**config.mk**
```make
export PLATFORM = sky130hd
export DESIGN_NAME = parametric_program_counter
export DESIGN_NICKNAME = d
export VERILOG_FILES = /design/src/rtl/parametric_program_counter_pkg.sv /design/src/rtl/parametric_program_counter_n_bit_incrementer.sv /design/src/rtl/parametric_program_counter.sv
export SDC_FILE = /design/constraint.sdc
export NUM_CORES = 1
export LEC_CHECK = 0
export CORE_AREA = 2 2 65 67
export DETAILED_ROUTE_END_ITERATION = 10
export DIE_AREA = 0 0 67 69
export GPL_ROUTABILITY_DRIVEN = 0
export REMOVE_ABC_BUFFERS = 1
export SLEW_MARGIN = 40
export SYNTH_ARGS = -nofsm -noshare
export SYNTH_HDL_FRONTEND = slang
export SYNTH_HIERARCHICAL = 1
export SYNTH_SLANG_ARGS = --single-unit
```
**constraint.sdc**
```tcl
create_clock -name i_clk -period 6.6 [get_ports i_clk]
set_input_delay 1.32 -clock i_clk [delete_from_list [all_inputs] [get_ports i_clk]]
set_output_delay 1.32 -clock i_clk [all_outputs]
set_load 0.03 [all_outputs]
```
**src/rtl/parametric_program_counter_pkg.sv**
```systemverilog
// Shared definitions for the parametric program counter family.
// Provides the arithmetic-mode constants, the per-cycle operation
// encoding and the priority function that picks one operation.
package parametric_program_counter_pkg;

    localparam bit MODE_WRAP     = 1'b0;
    localparam bit MODE_SATURATE = 1'b1;

    typedef enum logic [1:0] {
        OP_HOLD   = 2'd0,
        OP_INC    = 2'd1,
        OP_BRANCH = 2'd2,
        OP_LOAD   = 2'd3
    } pc_op_e;

    // load > branch > increment > hold
    function automatic pc_op_e select_op(input logic i_load,
                                         input logic i_branch,
                                         input logic i_en);
        if (i_load)
            return OP_LOAD;
        else if (i_branch)
            return OP_BRANCH;
        else if (i_en)
            return OP_INC;
        else
            return OP_HOLD;
    endfunction

endpackage

```
**src/rtl/parametric_program_counter_n_bit_incrementer.sv**
```systemverilog
// n_bit_incrementer: combinational +1 with carry-out, any WIDTH.
// Ports:
//   i_a     - operand
//   o_sum   - low WIDTH bits of i_a + 1
//   o_carry - carry-out (set only when i_a is all ones)
module n_bit_incrementer #(
    parameter int WIDTH = 10
) (
    input  logic [WIDTH-1:0] i_a,
    output logic [WIDTH-1:0] o_sum,
    output logic             o_carry
);

    assign {o_carry, o_sum} = {1'b0, i_a} + {{WIDTH{1'b0}}, 1'b1};

endmodule

```
**src/rtl/parametric_program_counter.sv**
```systemverilog
// parametric_program_counter: registered fetch-path program counter.
// Each cycle holds, increments, loads an absolute address or adds a
// signed relative offset, with wrap-around or saturating arithmetic.
// Ports:
//   i_clk, i_rst       - clock (rising edge), async active-high reset
//   i_en               - increment request
//   i_load, i_load_value - absolute load request and address
//   i_branch, i_offset - relative branch request and signed offset
//   i_clear_overflow   - clears the sticky overflow flag
//   o_count            - current program counter
//   o_overflow         - sticky out-of-range flag
//   o_wrap             - one-cycle pulse after an out-of-range edge
module parametric_program_counter
    import parametric_program_counter_pkg::*;
#(
    parameter int               WIDTH       = 10,
    parameter logic [WIDTH-1:0] RESET_VALUE = '0,
    parameter bit               SATURATE    = MODE_WRAP
) (
    input  logic             i_clk,
    input  logic             i_rst,
    input  logic             i_en,
    input  logic             i_load,
    input  logic [WIDTH-1:0] i_load_value,
    input  logic             i_branch,
    input  logic [WIDTH-1:0] i_offset,
    input  logic             i_clear_overflow,
    output logic [WIDTH-1:0] o_count,
    output logic             o_overflow,
    output logic             o_wrap
);

    localparam logic [WIDTH-1:0] MAX_COUNT = '1;

    logic [WIDTH-1:0] r_count;
    logic             r_overflow;
    logic             r_wrap;

    pc_op_e           w_op;
    logic [WIDTH-1:0] w_inc_sum;
    logic             w_inc_carry;
    logic [WIDTH+1:0] w_br_sum;
    logic             w_br_high;
    logic             w_br_low;
    logic [WIDTH-1:0] w_next_count;
    logic             w_event;

    n_bit_incrementer #(.WIDTH(WIDTH)) u_inc (
        .i_a     (r_count),
        .o_sum   (w_inc_sum),
        .o_carry (w_inc_carry)
    );

    assign w_op = select_op(i_load, i_branch, i_en);

    // Count is zero-extended and offset sign-extended by two bits, so the
    // top bit is the sign of the true result and the next bit flags a
    // result at or above 2^WIDTH.
    assign w_br_sum  = {2'b00, r_count} + {{2{i_offset[WIDTH-1]}}, i_offset};
    assign w_br_low  = w_br_sum[WIDTH+1];
    assign w_br_high = ~w_br_sum[WIDTH+1] & w_br_sum[WIDTH];

    always_comb begin
        w_next_count = r_count;
        w_event      = 1'b0;
        case (w_op)
            OP_LOAD: begin
                w_next_count = i_load_value;
            end
            OP_BRANCH: begin
                w_next_count = w_br_sum[WIDTH-1:0];
                if (w_br_high) begin
                    w_event = 1'b1;
                    if (SATURATE) w_next_count = MAX_COUNT;
                end else if (w_br_low) begin
                    w_event = 1'b1;
                    if (SATURATE) w_next_count = '0;
                end
            end
            OP_INC: begin
                w_next_count = w_inc_sum;
                if (w_inc_carry) begin
                    w_event = 1'b1;
                    if (SATURATE) w_next_count = MAX_COUNT;
                end
            end
            default: begin
                w_next_count = r_count;
            end
        endcase
    end

    always_ff @(posedge i_clk or posedge i_rst) begin
        if (i_rst) begin
            r_count    <= RESET_VALUE;
            r_overflow <= 1'b0;
            r_wrap     <= 1'b0;
        end else begin
            r_count <= w_next_count;
            r_wrap  <= w_event;
            // A new event beats a simultaneous clear.
            if (w_event)
                r_overflow <= 1'b1;
            else if (i_clear_overflow)
                r_overflow <= 1'b0;
        end
    end

    assign o_count    = r_count;
    assign o_overflow = r_overflow;
    assign o_wrap     = r_wrap;

endmodule
```
# Yosys cells after proc, flatten, opt, wreduce, memory -nomap -nowiden
# Index checks and enable logic that the tools add are counted.
# word_totals
ff_bits	12
in_bits	26
out_inout_bits	12
word_cells	22
# op_classes
add_sub_neg	2
eq_ne	3
n_mux	10
bitwise	2
n_reduce_logical	2
# op_table
cell	n
$pmux W10 S3	1
$add A11 B10 Y12	1
$add A10 B1 Y11 const B	1
$mux W1	6
$eq A2 B2 Y1 const B	2
$mux W2	2
$reduce_bool A3 Y1	1
$eq A2 B1 Y1 const B	1
$pmux W1 S2	1
$reduce_bool A2 Y1	1
$and A1 B1 Y1	1
$not A1 Y1	1

# Logic depth before layout (Yosys ltp)
# logic_depth
ltp_word	6
mapped_depth	11

# Cells and area by module
# The synthesis kept the hierarchy.
# modules_own_cells
module	n_inst	cells_each	area_per_inst_um2	seq_area_each_um2
parametric_program_counter	1	138	1164.9	300.3
n_bit_incrementer	1	21	158.9	0.0

# Worst setup path after synthesis
# Ideal clock, no wire load.
# synth_timing
path_type	input to register
startpoint	input port i_offset[0]
endpoint	register r_wrap, in the netlist o_wrap
t_arrival_ns	3.179
slack_ns	3.352
path_stages	8
n_path_buf	0
path_cell_list	ha_1 fa_1 a21o_1 a311o_1 a21oi_2 o21ai_1 a2111o_1 nand3_1
# synth_via
elab_chain_cells	5
word_cells_on_any_way	6
# synth_lines
element	line_no	text
start, declared	parametric_program_counter.sv:26	input logic [WIDTH-1:0] i_offset,
$add A11 B10 Y12 *	parametric_program_counter.sv:59	assign w_br_sum = {2'b00, r_count} + {{2{i_offset[WIDTH-1]}}, i_offset};
$not A1 Y1	parametric_program_counter.sv:61	assign w_br_high = ~w_br_sum[WIDTH+1] & w_br_sum[WIDTH];
$and A1 B1 Y1	parametric_program_counter.sv:61	
$mux W1 *	parametric_program_counter.sv:72	if (w_br_high) begin
$pmux W1 S2 *	parametric_program_counter.sv:66	case (w_op)
via w_event	parametric_program_counter.sv:46	logic w_event;
end signal, assigned	parametric_program_counter.sv:100	r_wrap <= w_event;
end, declared	parametric_program_counter.sv:37	logic r_wrap;
# The timed path passes the listed nets; every way through them passes the cells marked *.
# A chain may end at the register's enable or synchronous reset.

# Final worst setup path
# Ends and elaborated chain as after synthesis.

==> run summary <==
========================================================================================================
Leading post-synthesis cells by cell area                                                   sky130_fd_sc_hd__dfrtp_1, sky130_fd_sc_hd__ha_1, sky130_fd_sc_hd__xnor2_1
Synth Flop Type                                                                             sky130_fd_sc_hd__dfrtp_1
Setup TNS                                                                                           0 ns
Final critical path time including I/O delays and setup                                          3.57 ns
Per-instance average area after synthesis                                                       8.33 µm²
Initial antenna violation count                                                                        0
Largest net degree at the start of global routing                                                     18
Chip Height                                                                                        69 µm
Initial standard-cell utilization of the core                                                      33.8%
Post-CTS Resized                                                                                       0
Antenna diode instance count                                                                           0
Clock sink count                                                                                      12
Share of the cycle needed by the critical path after routing                                       54.0%
Capturing element type of the critical path                                                         flop
Initial DRC Count                                                                                     82
Cell accounting for the most synthesized area                                               sky130_fd_sc_hd__dfrtp_1
Required @ worst endpoint                                                                        6.78 ns
Via count of the routed design                                                                     1,391
Area share of the leading cell type in the synthesized netlist                                     22.7%
Actual transition at the worst max-transition pin                                               0.609 ns
Unrepaired setup endpoints after global routing                                                    false
IO Pins                                                                                               38
Reg area                                                                                         300 µm²
Share of total power in combinational logic                                                        54.4%
Count of endpoints failing setup in the final report                                                   0
Number of iterations in the first detailed-routing pass                                                4
Die width                                                                                          67 µm
Count of flip-flops with a built-in enable after synthesis                                             0
Post-synthesis register bit count                                                                     12
Net switching power                                                                             0.188 mW
Share of synthesized area occupied by flip-flops and latches                                       22.7%
Number of inserted filler cells in the final layout                                                  423
Number of warnings issued by yosys                                                                     6
Largest driver fanout on the critical path                                                             3
Worst relative slew slack                                                                          58.3%
Wirelength per Cell                                                                              15.8 µm
Achievable frequency                                                                             280 MHz
Half-perimeter wire length of the detailed placement result                                      2890 µm
Root Buffer                                                                                 sky130_fd_sc_hd__clkbuf_8
Result of the run                                                                           complete, no violations
Proportion of power drawn by flip-flops and latches                                                26.4%
Number of levels the H-tree was split into                                                             1
Via count of the first global-routing pass                                                         1,429
Quantity of I/O buffers inserted on ports                                                             37
Gr usage total                                                                                     18.6%
Core region area                                                                                3910 µm²
Wire length after detailed routing                                                               3880 µm
Number of setup buffers added after CTS                                                                0
DR DRC count                                                                                           0
Number of buffers added by the clock tree synthesis step                                               3
Async SR Flop Fraction                                                                              100%
Post-DRT Antenna Nets                                                                                  0
Deepest clock path buffer count                                                                        2
Multi-input combinational cell area                                                              953 µm²
Hold-fix buffer count after cts                                                                        0
Arrival time of data at the critical path endpoint                                               3.75 ns
Number of max-capacitance violations reported                                                          0
Die area                                                                                        4620 µm²
Switching Share                                                                                    42.9%
Critical path startpoint category                                                           primary input
Lkg Pwr                                                                                         0.734 nW
Maximum vdd ir drop                                                                             0.121 mV
Power density cells                                                                           247 nW/µm²
Mapped Area                                                                                     1320 µm²
Clock tree from TritonCTS                                                                            yes
Worst min-delay path class                                                                  flop to flop
Area growth from synthesis to layout                                                               34.7%
Total grt overflow                                                                                     0
Standard-cell rows                                                                                    23
Final net count                                                                                      238
Post-CTS clock slew at the launch and capture registers of the worst setup and hold paths        0.06 ns
Fin. Hold Viols                                                                                        0
Internal portion of total power                                                                 0.251 mW
Fraction of layout cells with a size suffix above 1                                                5.13%
Clock power frac                                                                                   19.3%
Path type of the worst setup path                                                           primary input to flop
Final max-slew violation count                                                                         0
Source-to-sink clock delay at the later pin of the worst-skew pair                               0.25 ns
Count of cell types in the netlist                                                                    45
Via-to-Cell Ratio                                                                                   5.68
Worst setup skew after layout                                                                 0.00133 ns
Placed Area                                                                                     1730 µm²
Number of instances in the synthesized netlist                                                       159
Final non-filler cell area                                                                      1780 µm²
Wire length of the first global-routing pass                                                     6730 µm
========================================================================================================
[worst max-delay path, stage by stage]
cell and delay [ns]:
sky130_fd_sc_hd__clkdlybuf4s50_1 0.41, sky130_fd_sc_hd__ha_1 0.24, sky130_fd_sc_hd__fa_1 0.41, sky130_fd_sc_hd__a21o_1 0.21
sky130_fd_sc_hd__a311o_1 0.37, sky130_fd_sc_hd__a21oi_2 0.18, sky130_fd_sc_hd__o21ai_1 0.11, sky130_fd_sc_hd__a2111o_1 0.40
sky130_fd_sc_hd__nand3_1 0.10
[power by group through the flow]
stage | Combinational (mW) | Clock (mW) | Sequential, mW
global placement | 0.235 | 0 | 0.116
detailed placement | 0.236 | 0 | 0.117
CTS | 0.239 | 0.0855 | 0.116
finish | 0.239 | 0.0847 | 0.116
global route | 0.263 | 0.0882 | 0.120
floorplan | 0.135 | 0 | 0.137
[registers in the layout, indices dropped and copies added (netlist names)]
signal      count
o_count        10
o_overflow      1
o_wrap          1
[layout make-up]
cell class	count	share of cell area, %
tap	50	3.51
timing repair buffer	37	20.8
clock buffer	4	3.09
inverter	11	2.32
sequential	12	16.8
multi-input combinational	131	53.5
[metrics by stage]
step	total power, mW	std cells	setup WS, ns	util (%)	hold slack (ns)
after floorplan	0.271	154	3.35	-	0.718
after global placement	0.351	241	2.82	44.1	0.598
after detailed placement	0.353	241	2.79	44.1	0.602
after CTS	0.440	245	3.05	45.6	0.615
after global routing	0.472	245	2.88	45.6	0.666
final	0.440	245	3.03	45.6	0.614
[routing by layer]
metal	global-route usage (%)	wire (µm)	vias to the layer above
met1	24.5	1740	660
met5	0	0	-
li1	-	-	672
met3	1.96	218	8
met4	7.94	78	0
met2	30.3	1840	51
[logic make-up after synthesis]
kind of cell,count (synthesis),synth area share (%)
AO/OA/AOI/OAI,57,29.4
AND/OR/NAND/NOR,43,16.9
XOR/XNOR,14,9.26
flip-flops,12,22.7
buffers and inverters,16,5.29
multiplexers,1,0.756
adder cells (fa/ha/maj),16,15.7
[worst paths after layout]
kind / start / end / slack (ns) / depth (start not counted)
min reg2reg: o_count[4] / o_count[4] / 0.61 / 2
min in group asynchronous: i_rst / o_count[7] / 1.41 / 2
min: o_count[4] / o_count[4] / 0.61 / 2
max in group asynchronous: i_rst / o_overflow / 4.83 / 2
max reg2reg: o_count[0] / o_wrap / 3.97 / 8
max: i_offset[0] / o_wrap / 3.03 / 9
[cell usage in the layout, fill, tap and decap left out, types with 2 or more instances in the layout]
master,netlist,layout
sky130_fd_sc_hd__nand4_1,5,5
sky130_fd_sc_hd__nand2_1,13,13
sky130_fd_sc_hd__a211oi_1,5,5
sky130_fd_sc_hd__clkdlybuf4s50_1,0,37
sky130_fd_sc_hd__clkbuf_8,1,4
sky130_fd_sc_hd__nand3_1,6,6
sky130_fd_sc_hd__inv_1,11,11
sky130_fd_sc_hd__a221oi_1,2,2
sky130_fd_sc_hd__ha_1,15,15
sky130_fd_sc_hd__a21o_1,3,3
sky130_fd_sc_hd__a21oi_1,11,11
sky130_fd_sc_hd__nor2_1,6,6
sky130_fd_sc_hd__dfrtp_1,12,12
sky130_fd_sc_hd__nor2b_1,3,3
sky130_fd_sc_hd__xor2_1,3,3
sky130_fd_sc_hd__o22ai_1,4,4
sky130_fd_sc_hd__xnor2_1,11,11
sky130_fd_sc_hd__a221o_1,3,3
sky130_fd_sc_hd__o31ai_1,4,4
sky130_fd_sc_hd__and2_1,2,2
sky130_fd_sc_hd__o21ai_0,11,11
[cell usage after synthesis, types with 2 or more instances]
| cell | count |
|---|---|
| sky130_fd_sc_hd__a211oi_1 | 5 |
| sky130_fd_sc_hd__a21o_1 | 3 |
| sky130_fd_sc_hd__a21oi_1 | 11 |
| sky130_fd_sc_hd__a221o_1 | 3 |
| sky130_fd_sc_hd__a221oi_1 | 2 |
| sky130_fd_sc_hd__and2_1 | 2 |
| sky130_fd_sc_hd__clkbuf_1 | 4 |
| sky130_fd_sc_hd__dfrtp_1 | 12 |
| sky130_fd_sc_hd__ha_1 | 15 |
| sky130_fd_sc_hd__inv_1 | 11 |
| sky130_fd_sc_hd__nand2_1 | 13 |
| sky130_fd_sc_hd__nand3_1 | 6 |
| sky130_fd_sc_hd__nand4_1 | 5 |
| sky130_fd_sc_hd__nor2_1 | 6 |
| sky130_fd_sc_hd__nor2b_1 | 3 |
| sky130_fd_sc_hd__o21ai_0 | 11 |
| sky130_fd_sc_hd__o22ai_1 | 4 |
| sky130_fd_sc_hd__o31ai_1 | 4 |
| sky130_fd_sc_hd__xnor2_1 | 11 |
| sky130_fd_sc_hd__xor2_1 | 3 |
Power figures use the tool's default switching activity.
